`src/rtl/ceres_param.sv`:
```
// Shared bus types and constants for the core memory subsystem.
// Holds the Wishbone B4 pipelined structs and the RAM arbiter state type.
package ceres_param;

  localparam int unsigned WB_AW = 32;
  localparam int unsigned WB_DW = 32;
  localparam int unsigned WB_SW = WB_DW / 8;

  // Request: accepted on the cycle where cyc && stb && !stall (valid/ready handshake).
  typedef struct packed {
    logic             cyc;
    logic             stb;
    logic             we;
    logic [WB_AW-1:0] adr;
    logic [WB_DW-1:0] dat;
    logic [WB_SW-1:0] sel;
  } wb_master_t;

  typedef struct packed {
    logic             ack;
    logic             err;
    logic             rty;
    logic             stall;
    logic [WB_DW-1:0] dat;
  } wb_slave_t;

  typedef enum logic [1:0] {
    IDLE   = 2'd0,
    GRANT0 = 2'd1,
    GRANT1 = 2'd2,
    DRAIN  = 2'd3
  } arb_state_e;

  localparam int unsigned WB_ARB_MAX_OUTST = 4;

endpackage

```
`src/rtl/wb_arb_rr_picker.sv`:
```
// Two-way request picker: round-robin on ties (against the last winner) or
// fixed priority with m0 first. Output is one-hot, zero when nobody requests.
module wb_arb_rr_picker #(
  parameter bit ROUND_ROBIN = 1'b1
) (
  input  logic       req0_i,
  input  logic       req1_i,
  input  logic       last_i,
  output logic [1:0] pick_o
);

  always_comb begin
    pick_o = {req1_i, req0_i};
    if (req0_i && req1_i) begin
      // last_i = 1 means m1 won last time, so m0 takes this tie.
      pick_o = (ROUND_ROBIN && !last_i) ? 2'b10 : 2'b01;
    end
  end

endmodule

```
`src/rtl/wb_ram_arbiter.sv`:
```
// Two-master Wishbone B4 pipelined arbiter in front of the on-chip RAM.
// Ownership lasts a whole bus cycle; outstanding requests are tracked so late responses never leak.
module wb_ram_arbiter
  import ceres_param::*;
#(
  parameter int unsigned MAX_OUTST   = WB_ARB_MAX_OUTST,
  parameter bit          ROUND_ROBIN = 1'b1
) (
  input  logic       clk_i,
  input  logic       rst_ni,
  input  wb_master_t m0_i,
  output wb_slave_t  m0_o,
  input  wb_master_t m1_i,
  output wb_slave_t  m1_o,
  output wb_master_t s_o,
  input  wb_slave_t  s_i,
  output logic [1:0] gnt_o,
  output logic       busy_o,
  output arb_state_e state_o
);

  localparam int unsigned CW = $clog2(MAX_OUTST + 1);

  arb_state_e    state_q;
  logic [CW-1:0] cnt_q, cnt_d;
  logic          last_q;
  logic [1:0]    gnt_q;
  logic          busy_q;

  logic          limit;
  logic          accept;
  logic          resp;
  logic [1:0]    pick;
  wb_master_t    own_req;
  wb_slave_t     own_rsp;
  wb_slave_t     idle_rsp;

  wb_arb_rr_picker #(
    .ROUND_ROBIN(ROUND_ROBIN)
  ) u_picker (
    .req0_i(m0_i.cyc),
    .req1_i(m1_i.cyc),
    .last_i(last_q),
    .pick_o(pick)
  );

  assign limit   = (cnt_q == CW'(MAX_OUTST));
  assign resp    = s_i.ack | s_i.err | s_i.rty;
  assign own_req = (state_q == GRANT1) ? m1_i : m0_i;

  always_comb begin
    idle_rsp       = '0;
    idle_rsp.stall = 1'b1;
    idle_rsp.dat   = s_i.dat;
    own_rsp        = s_i;
    own_rsp.stall  = s_i.stall | limit;
  end

  // Only a granted owner reaches the slave; IDLE and DRAIN keep the bus quiet.
  always_comb begin
    s_o  = '0;
    m0_o = idle_rsp;
    m1_o = idle_rsp;
    if (state_q == GRANT0 || state_q == GRANT1) begin
      s_o     = own_req;
      s_o.stb = own_req.stb & ~limit;
    end
    if (state_q == GRANT0) m0_o = own_rsp;
    if (state_q == GRANT1) m1_o = own_rsp;
  end

  assign accept = s_o.cyc & s_o.stb & ~s_i.stall;

  // Responses with nothing outstanding (e.g. stragglers from before a reset) do not underflow.
  always_comb begin
    cnt_d = cnt_q;
    if (accept && !resp) begin
      cnt_d = cnt_q + 1'b1;
    end else if (!accept && resp && (cnt_q != '0)) begin
      cnt_d = cnt_q - 1'b1;
    end
  end

  always_ff @(posedge clk_i or negedge rst_ni) begin
    if (!rst_ni) begin
      state_q <= IDLE;
      cnt_q   <= '0;
      last_q  <= 1'b1;
      gnt_q   <= 2'b00;
      busy_q  <= 1'b0;
    end else begin
      cnt_q <= cnt_d;
      case (state_q)
        IDLE: begin
          if (pick[0]) begin
            state_q <= GRANT0;
            last_q  <= 1'b0;
            gnt_q   <= 2'b01;
            busy_q  <= 1'b1;
          end else if (pick[1]) begin
            state_q <= GRANT1;
            last_q  <= 1'b1;
            gnt_q   <= 2'b10;
            busy_q  <= 1'b1;
          end
        end
        GRANT0, GRANT1: begin
          if (!own_req.cyc) begin
            gnt_q <= 2'b00;
            if (cnt_d == '0) begin
              state_q <= IDLE;
              busy_q  <= 1'b0;
            end else begin
              state_q <= DRAIN;
            end
          end
        end
        DRAIN: begin
          if (cnt_d == '0) begin
            state_q <= IDLE;
            busy_q  <= 1'b0;
          end
        end
        default: begin
          state_q <= IDLE;
          gnt_q   <= 2'b00;
          busy_q  <= 1'b0;
        end
      endcase
    end
  end

  assign gnt_o   = gnt_q;
  assign busy_o  = busy_q;
  assign state_o = state_q;

endmodule

```
`config.mk`:
```
export PLATFORM = sky130hd
export DESIGN_NAME = wb_ram_arbiter
export DESIGN_NICKNAME = d
export VERILOG_FILES = /design/src/rtl/ceres_param.sv /design/src/rtl/wb_arb_rr_picker.sv /design/src/rtl/wb_ram_arbiter.sv
export SDC_FILE = /design/constraint.sdc
export NUM_CORES = 1
export LEC_CHECK = 0
export BUFFER_PORTS_ARGS = -buffer_cell sky130_fd_sc_hd__buf_2
export CORE_AREA = 2 2 126 128
export DETAILED_ROUTE_END_ITERATION = 16
export DIE_AREA = 0 0 128 130
export PLACE_DENSITY = 0.51
export SKIP_CTS_REPAIR_TIMING = 1
export SLEW_MARGIN = 40
export SYNTH_ARGS = -nofsm -noshare
export SYNTH_HDL_FRONTEND = slang
export SYNTH_HIERARCHICAL = 1
export SYNTH_SLANG_ARGS = --single-unit
```
`constraint.sdc`:
```
create_clock -name clk_i -period 3.75 [get_ports clk_i]
set_clock_uncertainty 0.15 [all_clocks]
set_input_delay 0.375 -clock clk_i [delete_from_list [all_inputs] [get_ports clk_i]]
set_output_delay 0.375 -clock clk_i [all_outputs]
set_load 0.05 [all_outputs]
```
# == Yosys cells after proc, flatten, opt, wreduce, memory -nomap -nowiden ==
# Cells that the tools add are included.
# word_totals
wordCells,61
reg_bits,9
out_inout_bits,148
# classes
reduce_logical,17
n_eq_ne,7
addsub,2
n_bitwise,8
n_mux,22
# ops
operator,n
$mux 71,2
$mux 36,2
$mux 2,8
$mux 3,2
$pmux 2 s3,1
$reduce_and 3->1,2
$mux 1,5
$eq 2x2->1 const B,2
$logic_and 1x1->1,4
$ne 2x2->1 const B,2
$pmux 2 s2,1
$reduce_and 2->1,2
$reduce_bool 2->1,2
$add 3x1->3 const B,1
$and 1x1->1,3
$eq 3x3->1 const B,1
$logic_not 3->1,1
$ne 3x3->1 const B,1
$or 1x1->1,3
$pmux 1 s3,1
$reduce_bool 3->1,1
$sub 3x1->3 const B,1
$eq 2x1->1 const B,1
$logic_not 1->1,2
4 further kinds,5

# == Logic depth before layout (Yosys ltp) ==
# Gate-level depths: netlist of the first run.
# logic_depth
word_depth,15
depth_mapped,10
mapped_depth_nobuf,9

# == Cells and area by module ==
# The synthesis of the first run kept the hierarchy.
# by_module_without_submodules
module,area_per_inst_um2,cells_per_inst,instances,seq_area_each_um2
wb_ram_arbiter,2461.1,308,1,226.5
wb_arb_rr_picker,18.8,3,1,0.0

# == Worst setup path before layout of the first run ==
# No wires, ideal clock.
# synth_timing
path_kind,reg-to-reg
startpoint,"reg state_q[0], in the netlist state_o[0]"
endpoint,"reg state_q[1], in the netlist state_o[1]"
setup_slack_ps,386
arrival_time_ps,3088
synth_period_minus_slack_ps,3364
n_path_buf,1
required_time_ps,3474
path_stages_with_launch,11
path_cell_list,dfrtp_1 -> inv_1 -> ha_1 -> buf_6 -> mux2i_1 -> nor2b_1 -> nor3b_1 -> o21ai_0 -> a21oi_4 -> o21bai_2 -> a221o_1
# synth_rtl
item,line,source
start: declaration,wb_ram_arbiter.sv:24,arb_state_e state_q;
start signal: assignment,wb_ram_arbiter.sv:86,state_q <= IDLE;
start signal: assignment,wb_ram_arbiter.sv:96,state_q <= GRANT0;
start signal: assignment,wb_ram_arbiter.sv:101,state_q <= GRANT1;

# == Final worst setup path of the first run ==
# layout_timing
startpoint,"reg state_q[1], in the netlist state_o[1]"
endpoint,"reg state_q[1], in the netlist state_o[1]"
# layout_between
elab_chain_cells,15
elab_cells_between_ends,25
classes_between,eq/ne: 6; mux: 7; bitwise: 3; reduce/logical: 9
# layout_lines
item,line,source
$eq 2x2->1,"wb_ram_arbiter.sv:49, wb_ram_arbiter.sv:64, wb_ram_arbiter.sv:93",
$mux 71,wb_ram_arbiter.sv:49,assign own_req = (state_q == GRANT1) ? m1_i : m0_i;
$and 1x1->1,wb_ram_arbiter.sv:66,s_o.stb = own_req.stb & ~limit;
$mux 71,wb_ram_arbiter.sv:64,if (state_q == GRANT0 || state_q == GRANT1) begin
$and 1x1->1 (2 in series),wb_ram_arbiter.sv:72,assign accept = s_o.cyc & s_o.stb & ~s_i.stall;
$logic_not 1->1,wb_ram_arbiter.sv:79,end else if (!accept && resp && (cnt_q != '0)) begin
$logic_and 1x1->1 (2 in series),wb_ram_arbiter.sv:79,
$mux 3,wb_ram_arbiter.sv:79,
$mux 3,wb_ram_arbiter.sv:77,if (accept && !resp) begin
$logic_not 3->1,"wb_ram_arbiter.sv:110, wb_ram_arbiter.sv:119",
$mux 2,wb_ram_arbiter.sv:110,if (cnt_d == '0) begin
$mux 2,wb_ram_arbiter.sv:108,if (!own_req.cyc) begin
$pmux 2 s3,wb_ram_arbiter.sv:93,case (state_q)
# Parallel ways exist; a longest one is shown, timed or not. The select of a mux whose other input is x is not followed.
# A chain may end at the register's enable or synchronous reset.

==> qor.txt, run 1 <==
status: completed
clk_lat worst skew: 0.23 ns
Final Hold Fails: 0
number of unique standard cell types used by synthesis: 39
largest net degree at the start of global routing: 46
area of the mapped netlist: 2480 sq um
FF-to-FF path depth: 9
grt total ovfl: 0
H-tree depth: 1
initial DRC count: 96
Synth warnings: 6
Die H: 130 um
# Max-Cap Violations: 0
Largest stage delay, worst path: 0.45 ns
worst-path fanout max: 31
clock buffer depth: 2
Hold Path Sink: gnt_o[0]
first-pass GRT wire length: 13,320 um
CP bufs+invs: 2
fin area: 3471 sq um
Hold Path Class: reg -> reg
WL per Instance: 14.34 um
largest area contributor in the netlist: mux2i_1
gr usage total: 0.1027
WS Path Type: reg -> reg
row cnt: 46
Achievable Freq: 0.3272 GHz
HPWL after DPL: 8310 um
critical hold path startpoint: gnt_o[0]
critical path, cell by cell: inv_1 > ha_2 > buf_4 > a41oi_2 > o311a_1 > or3_4 > a21oi_4 > o21bai_2 > a221o_1
CP Launch Type: register
CTS buffer count: 3
Period minus WS final: 3.056 ns
first-pass iteration count of the detailed router: 4
post-DR vias/cell: 3.826
final setup fails: 0
commonest non-fill, non-tap cell in the layout: buf_2
CTS Sinks: 9
Inserted Diodes: 0
top cells by area, synth: mux2i_1, buf_4, nor2b_1, dfrtp_1, ha_1
Max transition margin: 0.5962
initial antenna violation count: 0
initial core utilization: 0.1608
Hold Path Depth: 2
GPL Wtd Cong: 0.7700
Total Neg Setup Slack: 0 ns
CP endpoint kind: register
Crit-path slowest cell: dfrtp_1
Area Growth Syn to Fin: 39.96%
R2R Path Start: state_o[1]
CTS tree: done
final WL: 9491 um
I/O pins: 328
worst r2r dst: state_o[1]
syn_area_per_cell: 7.974 sq um
most frequent cells in the layout: buf_2, mux2i_1, nor2b_1
required time of the critical path: 3.71 ns
Crit path max-delay family: compound AO/OA/AOI/OAI gates
Tcrit/Tclk final: 0.8150
R2R Setup Slk: 0.69 ns
register area share after synthesis: 0.09132
Syn Inst Count: 311
RSZ-0062 raised after global routing: no
floorplan core area: 15,420 sq um
worst slew pin tran: 0.6057 ns
Cell Area, Placed: 3382 sq um
Synth top area share: 0.2987
DRC violations left: 0
Clock Tree Root: clkbuf_16
die area: 16,640 sq um
critical path arrival: 3.02 ns
Buffers on Ports: 231
Syn Nets: 499
clk slew on worst S/H paths: 0.04 ns
fill count: 1,794
register bit total from synthesis: 9
via count: 2,533
share of cells above drive strength 1: 0.5255
number of global-route vias before repair: 2,304
worst setup path startpoint: state_o[1]
Slew Viols, Final: 0
Antenna Nets Post-Route: 0
width of the die: 128 um
Final nets: 659
[through the flow]
step	setup slack (ns)	util	std cells	hold slack, ns
5_1_grt	0.5405	0.2250	662	0.4095
2_1_floorplan	0.3862	-	311	-0.07059
4_1_cts	0.6793	0.2244	661	-0.1493
3_3_place_gp	0.7264	0.2193	657	0.09363
6_report	0.6936	0.2250	662	0.3619
3_5_place_dp	0.7002	0.2193	657	0.09406
[routing by layer]
layer,up-vias,share of wire,track usage
met5,-,0,0
met4,0,0.0053,0.01164
met3,5,0.063,0.01517
met2,135,0.51,0.1894
met1,1095,0.42,0.1307
li1,1298,-,-
[worst max path at each step]
stage	to	slack [ns]	cells after the start
floorplan	state_o[1]	0.39	10
detailed placement	state_o[1]	0.70	9
CTS	state_o[1]	0.68	9
global route	state_o[1]	0.54	9
global placement	state_o[1]	0.73	9
finish	state_o[1]	0.69	9
[worst register-to-register path, cell delays in order, from the launching register on]
cell and delay, ns:
dfrtp_1 0.45, inv_1 0.12, ha_2 0.35, buf_4 0.26
a41oi_2 0.22, o311a_1 0.36, or3_4 0.39, a21oi_4 0.20
o21bai_2 0.08, a221o_1 0.34
[Yosys cell counts]
master      n
a21boi_0    1
a21boi_1    1
a21o_1      2
a21oi_1     5
a21oi_4     1
a221o_1     1
a222oi_1    1
a2bb2oi_1   1
a31oi_1     1
a41oi_2     1
and2_1      8
and3_1      1
and4b_1     1
buf_1       3
buf_4      64
buf_6       1
clkbuf_1   13
dfrtp_1     8
dfstp_2     1
ha_1        8
inv_1       7
mux2_2      1
mux2i_1    74
nand2_1    12
nand2b_1    1
nor2_1      5
nor2b_1    70
nor3_1      2
nor3b_1     1
nor4_1      1
o21ai_0     5
o21bai_2    1
o311a_1     1
o31ai_1     2
o32ai_1     1
or2_2       1
or3_1       1
or3_4       1
xnor2_1     1
[sequential cells by signal, indices dropped and copies added, names as in the netlist]
register  count
last_q        1
busy_o        1
state_o       2
cnt_q         3
gnt_o         2
[cell type report]
cell class / instances / area (sq um) / area share
multi-input combinational: 214 / 1690 / 0.4870
timing repair buffer: 236 / 1209 / 0.3482
tap: 192 / 240.2 / 0.06921
sequential: 9 / 226.5 / 0.06525
clock buffer: 4 / 78.83 / 0.02271
inverter: 7 / 26.28 / 0.007570
[cell families after synthesis]
| kind of cell | after synthesis | synth area share |
|---|---|---|
| and+or+nand+nor | 105 | 0.2508 |
| buffers and inverters | 88 | 0.2331 |
| muxes | 75 | 0.3032 |
| AOI/OAI and AO/OA | 25 | 0.07770 |
| DFF | 9 | 0.09132 |
| adders and majority gates | 8 | 0.04036 |
| xor gates and xnor gates | 1 | 0.003532 |
Power of run 1 is left out: the tool's default activity adds up to more than one toggle a clock period on the data nets, which glitch-free logic cannot reach.
==> inputs of run 2 (changes only) <==
- CORE_AREA: 2 2 126 128 -> 2 2 128 130
- DIE_AREA: 0 0 128 130 -> 0 0 130 132
- PLACE_DENSITY: 0.51 -> 0.52
- clock period: 3.75 -> 2.49 ns (I/O delays scaled with it)
==> run 2 against run 1 <==
Compared with the run above: the flow now finishes with violations (setup timing); critical endpoint unchanged; via count is 4.0% higher; hold slack worse by 0.11 ns; critical path depth stayed put; final cell count is 6.3% higher; count of clock-buffer cells in the layout stayed put; global-route usage is 0.30 points lower; wire length is 6.3% lower; sequential share of layout area is 0.98 points lower; critical path type unchanged; utilization is 3.8 points higher.
==> qor.txt, run 2 (synthesized netlist as in run 1, its figures left out) <==
status: finished with violations (was completed)
violated checks: setup timing
Total Neg Setup Slack: -0.09073 ns (was 0 ns)
clock buffer depth: 2 (unchanged)
H-tree depth: 1 (unchanged)
width of the die: 130 um (was 128 um)
commonest non-fill, non-tap cell in the layout: buf_2 (unchanged)
first-pass GRT wire length: 13,920 um (was 13,320 um)
max reg flops: 3 (unchanged)
I/O pins: 328 (unchanged)
Slew Viols, Final: 0 (unchanged)
grt total ovfl: 0 (unchanged)
initial core utilization: 0.1578 (was 0.1608)
Final nets: 677 (was 659)
Antenna Nets Post-Route: 0 (unchanged)
met2 routed WL: 4740 um (was 4824 um)
CTS tree: done (unchanged)
Buffers on Ports: 231 (unchanged)
HPWL after DPL: 7699 um (was 8310 um)
clk slew on worst S/H paths: 0.04 ns (about the same)
highest metal used: met4 (unchanged)
CTS Sinks: 9 (unchanged)
first-pass iteration count of the detailed router: 4 (unchanged)
die area: 17,160 sq um (was 16,640 sq um)
FF-to-FF path depth: 9 (unchanged)
Area Growth Syn to Fin: 66.55% (was 39.96%)
post-DR vias/cell: 3.743 (was 3.826)
CP endpoint kind: register (unchanged)
floorplan core area: 15,710 sq um (was 15,420 sq um)
DP Cell Count: 698 (was 657)
Hold Path Class: in -> async (was reg -> reg)
most frequent cells in the layout: buf_2, mux2i_1, nor2b_2 (was buf_2, mux2i_1, nor2b_1)
DRC violations left: 0 (unchanged)
initial DRC count: 107 (was 96)
Final Hold Fails: 0 (unchanged)
RSZ-0062 raised after global routing: yes (was no)
Die H: 132 um (was 130 um)
non-filler cells, final: 704 (was 662)
Max transition margin: 0.5736 (was 0.5962)
fill count: 1,705 (was 1,794)
required time of the critical path: 2.46 ns (was 3.71 ns)
critical path arrival: 2.55 ns (was 3.02 ns)
CP Launch Type: register (unchanged)
via count: 2,635 (was 2,533)
gr usage total: 0.09969 (was 0.1027)
final setup fails: 1 (was 0)
final WL: 8889 um (was 9491 um)
clk_lat worst skew: 0.24 ns (was 0.23 ns)
worst-path fanout max: 4 (was 31)
final setup margin: -0.09073 ns (was 0.6936 ns)
WL per Instance: 12.63 um (was 14.34 um)
Most flops, register: cnt_q (unchanged)
worst slew pin tran: 0.6395 ns (was 0.6057 ns)
Clock Tree Root: clkbuf_16 (unchanged)
area occupied by multi-input gates: 2049 sq um (was 1690 sq um)
met3 wire length: 527 um (was 602 um)
largest net degree at the start of global routing: 72 (was 46)
row cnt: 46 (unchanged)
share of cells above drive strength 1: 0.6947 (was 0.5255)
sequential cell area: 229.0 sq um (was 226.5 sq um)
Tcrit/Tclk final: 1.036 (was 0.8150)
WL met1: 3582 um (was 4014 um)
Period minus WS final: 2.581 ns (was 3.056 ns)
WS Path Type: reg -> reg (unchanged)
# Max-Cap Violations: 0 (unchanged)
number of global-route vias before repair: 2,671 (was 2,304)
initial antenna violation count: 0 (unchanged)
GPL Wtd Cong: 0.7549 (was 0.7700)
CTS buffer count: 3 (unchanged)
Achievable Freq: 0.3875 GHz (was 0.3272 GHz)
Inserted Diodes: 0 (unchanged)
==> run 2: per-stage QoR <==
| step | util | worst slack (ns) | hold slack (ns) | cell area [sq um] |
|---|---|---|---|---|
| 6_report | 0.2629 | -0.09073 | 0.2529 | 4130 |
| 5_1_grt | 0.2629 | -0.1785 | 0.2894 | 4130 |
| 4_1_cts | 0.2609 | -0.1479 | -0.2723 | 4099 |
| 3_5_place_dp | 0.2559 | -0.1285 | -0.02306 | 4020 |
| 3_3_place_gp | 0.2559 | -0.08277 | -0.02174 | 4020 |
| 2_1_floorplan | - | -0.3264 | -0.1966 | 2860 |
==> run 2: area by class of cell <==
class,instances,area share
Sequential cell,9,0.05544
Inverter,7,0.006968
Timing Repair Buffer,254,0.3569
Multi-Input combinational cell,214,0.4962
Clock buffer,4,0.01909
Tap cell,216,0.06543
==> run 2: worst max-delay path, cell delays in order, from the launching register on <==
cell and delay [ns]:
dfrtp_2 0.40, inv_2 0.06, ha_4 0.27, and4b_1 0.21, a41oi_2 0.05, o311a_1 0.31
or3_4 0.39, a21oi_4 0.21, o21bai_2 0.08, a221o_1 0.34
==> run 2: final timing paths <==
kind,startpoint,to,slack [ns]
setup / recovery,state_o[1],state_o[1],-0.09
hold / removal,rst_ni,gnt_o[0],0.25
setup reg to reg,state_o[1],state_o[1],-0.09
hold reg to reg,gnt_o[0],gnt_o[0],0.35
max in group asynchronous,rst_ni,last_q,1.68
min in group clk_i,m0_i[70],last_q,0.27
==> run 2: layer usage <==
layer | GRT usage | up-vias
li1 | - | 1333
met1 | 0.1245 | 1151
met2 | 0.1853 | 140
met3 | 0.01299 | 11
met4 | 0.01135 | 0
met5 | 0 | -
Power of run 2 is left out for the same reason.
==> inputs of run 3 (changes only) <==
--- a/config.mk
+++ b/config.mk
@@ -12,5 +12,4 @@
 export PLACE_DENSITY = 0.52
 export SKIP_CTS_REPAIR_TIMING = 1
-export SLEW_MARGIN = 40
 export SYNTH_ARGS = -nofsm -noshare
 export SYNTH_HDL_FRONTEND = slang
==> constraint.sdc (replaced) <==
create_clock -name clk_i -period 2.49 [get_ports clk_i]
set_clock_uncertainty 0.15 [all_clocks]
set_input_delay 0.1245 -clock clk_i [delete_from_list [all_inputs] [get_ports clk_i]]
set_output_delay 0.1245 -clock clk_i [all_outputs]
set_load 0.05 [all_outputs]
==> run 3 against run 2 <==
Compared with the run above: the flow still finishes with violations (setup timing); setup slack worse by 0.012 ns; hold slack got worse by 0.15 ns; non-clock buffer count down 2; final cell count fell by 0.28%; die area did not move; flip-flop and latch count unchanged; utilization is 0.26 points lower; register-to-register slack about the same; final area decreased by 1.0%; via count fell by 2.4%; critical path type unchanged; largest cell class unchanged; highest routed layer is now met3.
==> qor.txt, run 3 (synthesized netlist as in run 1, its figures left out) <==
status: finished with violations (unchanged)
violated checks: setup timing (unchanged)
final setup fails: 1 (unchanged)
Area Growth Syn to Fin: 64.88% (was 66.55%)
critical path, cell by cell: inv_2 > ha_4 > and4b_1 > a41oi_2 > o311a_1 > or3_4 > a21oi_4 > o21bai_2 > a221o_1 (unchanged)
GPL Wtd Cong: 0.7993 (was 0.7549)
Slew Viols, Final: 0 (unchanged)
CTS tree: done (unchanged)
row cnt: 46 (unchanged)
Largest stage delay, worst path: 0.41 ns (was 0.40 ns)
Period minus WS final: 2.592 ns (was 2.581 ns)
CP endpoint kind: register (unchanged)
worst slew pin tran: 0.6403 ns (was 0.6395 ns)
RSZ-0062 raised after global routing: yes (unchanged)
Clock Tree Root: clkbuf_16 (unchanged)
Antenna Nets Post-Route: 0 (unchanged)
initial antenna violation count: 0 (unchanged)
Crit-path slowest cell: dfrtp_2 (unchanged)
DRC violations left: 0 (unchanged)
clock buffer depth: 2 (unchanged)
floorplan core area: 15,710 sq um (unchanged)
number of global-route vias before repair: 2,392 (was 2,671)
gr usage total: 0.1035 (was 0.09969)
Max transition margin: 0.5731 (was 0.5736)
clk_lat worst skew: 0.23 ns (was 0.24 ns)
first-pass GRT wire length: 14,080 um (was 13,920 um)
initial DRC count: 39 (was 107)
clk slew on worst S/H paths: 0.04 ns (about the same)
required time of the critical path: 2.45 ns (was 2.46 ns)
# Max-Cap Violations: 0 (unchanged)
fin util: 0.2602 (was 0.2629)
sequential cell area: 229.0 sq um (unchanged)
final WL: 9637 um (was 8889 um)
Die H: 132 um (unchanged)
share of cells above drive strength 1: 0.6934 (was 0.6947)
post-DR vias/cell: 3.664 (was 3.743)
WS Path Type: reg -> reg (unchanged)
Final nets: 675 (was 677)
worst-path fanout max: 4 (unchanged)
area occupied by multi-input gates: 1892 sq um (was 2049 sq um)
initial core utilization: 0.1578 (unchanged)
Buffers on Ports: 231 (unchanged)
fill count: 1,729 (was 1,705)
largest net degree at the start of global routing: 41 (was 72)
Hold Path Class: in -> out (was in -> async)
WL per Instance: 13.73 um (was 12.63 um)
critical path arrival: 2.56 ns (was 2.55 ns)
grt total ovfl: 0 (unchanged)
die area: 17,160 sq um (unchanged)
CTS buffer count: 3 (unchanged)
most frequent cells in the layout: buf_2, mux2i_1, nor2b_2 (unchanged)
I/O pins: 328 (unchanged)
Total Neg Setup Slack: -0.1024 ns (was -0.09073 ns)
Achievable Freq: 0.3857 GHz (was 0.3875 GHz)
Most flops, register: cnt_q (unchanged)
via count: 2,572 (was 2,635)
first-pass iteration count of the detailed router: 6 (was 4)
HPWL after DPL: 8471 um (was 7699 um)
H-tree depth: 1 (unchanged)
final setup margin: -0.1024 ns (was -0.09073 ns)
Final Hold Fails: 0 (unchanged)
CTS Sinks: 9 (unchanged)
Crit path max-delay family: compound AO/OA/AOI/OAI gates (unchanged)
commonest non-fill, non-tap cell in the layout: buf_2 (unchanged)
width of the die: 130 um (unchanged)
Inserted Diodes: 0 (unchanged)
CP Launch Type: register (unchanged)
Tcrit/Tclk final: 1.041 (was 1.036)
CP bufs+invs: 1 (unchanged)
max reg flops: 3 (unchanged)
-- run 3: path summary, 6_finish.rpt --
| path | slack (ns) | end | startpoint | depth (start not counted) |
|---|---|---|---|---|
| min in group asynchronous | 0.14 | cnt_q[2] | rst_ni | 2 |
| hold / removal | 0.1 | m0_o[21] | s_i[21] | 0 |
| hold reg to reg | 0.36 | gnt_o[1] | gnt_o[1] | 2 |
| setup / recovery | -0.10 | state_o[1] | state_o[1] | 9 |
| setup reg to reg | -0.10 | state_o[1] | state_o[1] | 9 |
| max in group asynchronous | 1.79 | last_q | rst_ni | 2 |
-- run 3: area by class of cell --
class                   count  area share
well taps                 216     0.06610
flip-flops and latches      9     0.05600
repair buffers            252      0.3889
clock buffers               4     0.01928
inverters                   7    0.007038
multi-input cells         214      0.4627
-- run 3: worst register-to-register path, stage by stage (launching register included) --
cell and delay (ns):
dfrtp_2 0.41, inv_2 0.07, ha_4 0.27, and4b_1 0.19, a41oi_2 0.05, o311a_1 0.32
or3_4 0.39, a21oi_4 0.21, o21bai_2 0.08, a221o_1 0.34
-- run 3: routing by layer --
| metal | wire length, um | part of all wire | global-route usage | up-vias |
|---|---|---|---|---|
| met2 | 5063 | 0.53 | 0.1958 | 160 |
| li1 | - | - | - | 1329 |
| met3 | 744 | 0.077 | 0.02435 | 0 |
| met4 | 0 | 0 | 0.004182 | 0 |
| met1 | 3829 | 0.40 | 0.1230 | 1083 |
| met5 | 0 | 0 | 0 | - |
-- run 3: through the flow --
stage,cells,setup WS (ns),instance area (sq um),hold slack [ns]
6_report,702,-0.1024,4089,0.09903
3_5_place_dp,696,-0.1581,3970,-0.1462
5_1_grt,702,-0.1907,4089,0.09919
2_1_floorplan,311,-0.3264,2690,-0.3211
4_1_cts,700,-0.1974,4049,-0.3919
3_3_place_gp,696,-0.1159,3970,-0.1469
Power of run 3 is left out for the same reason.
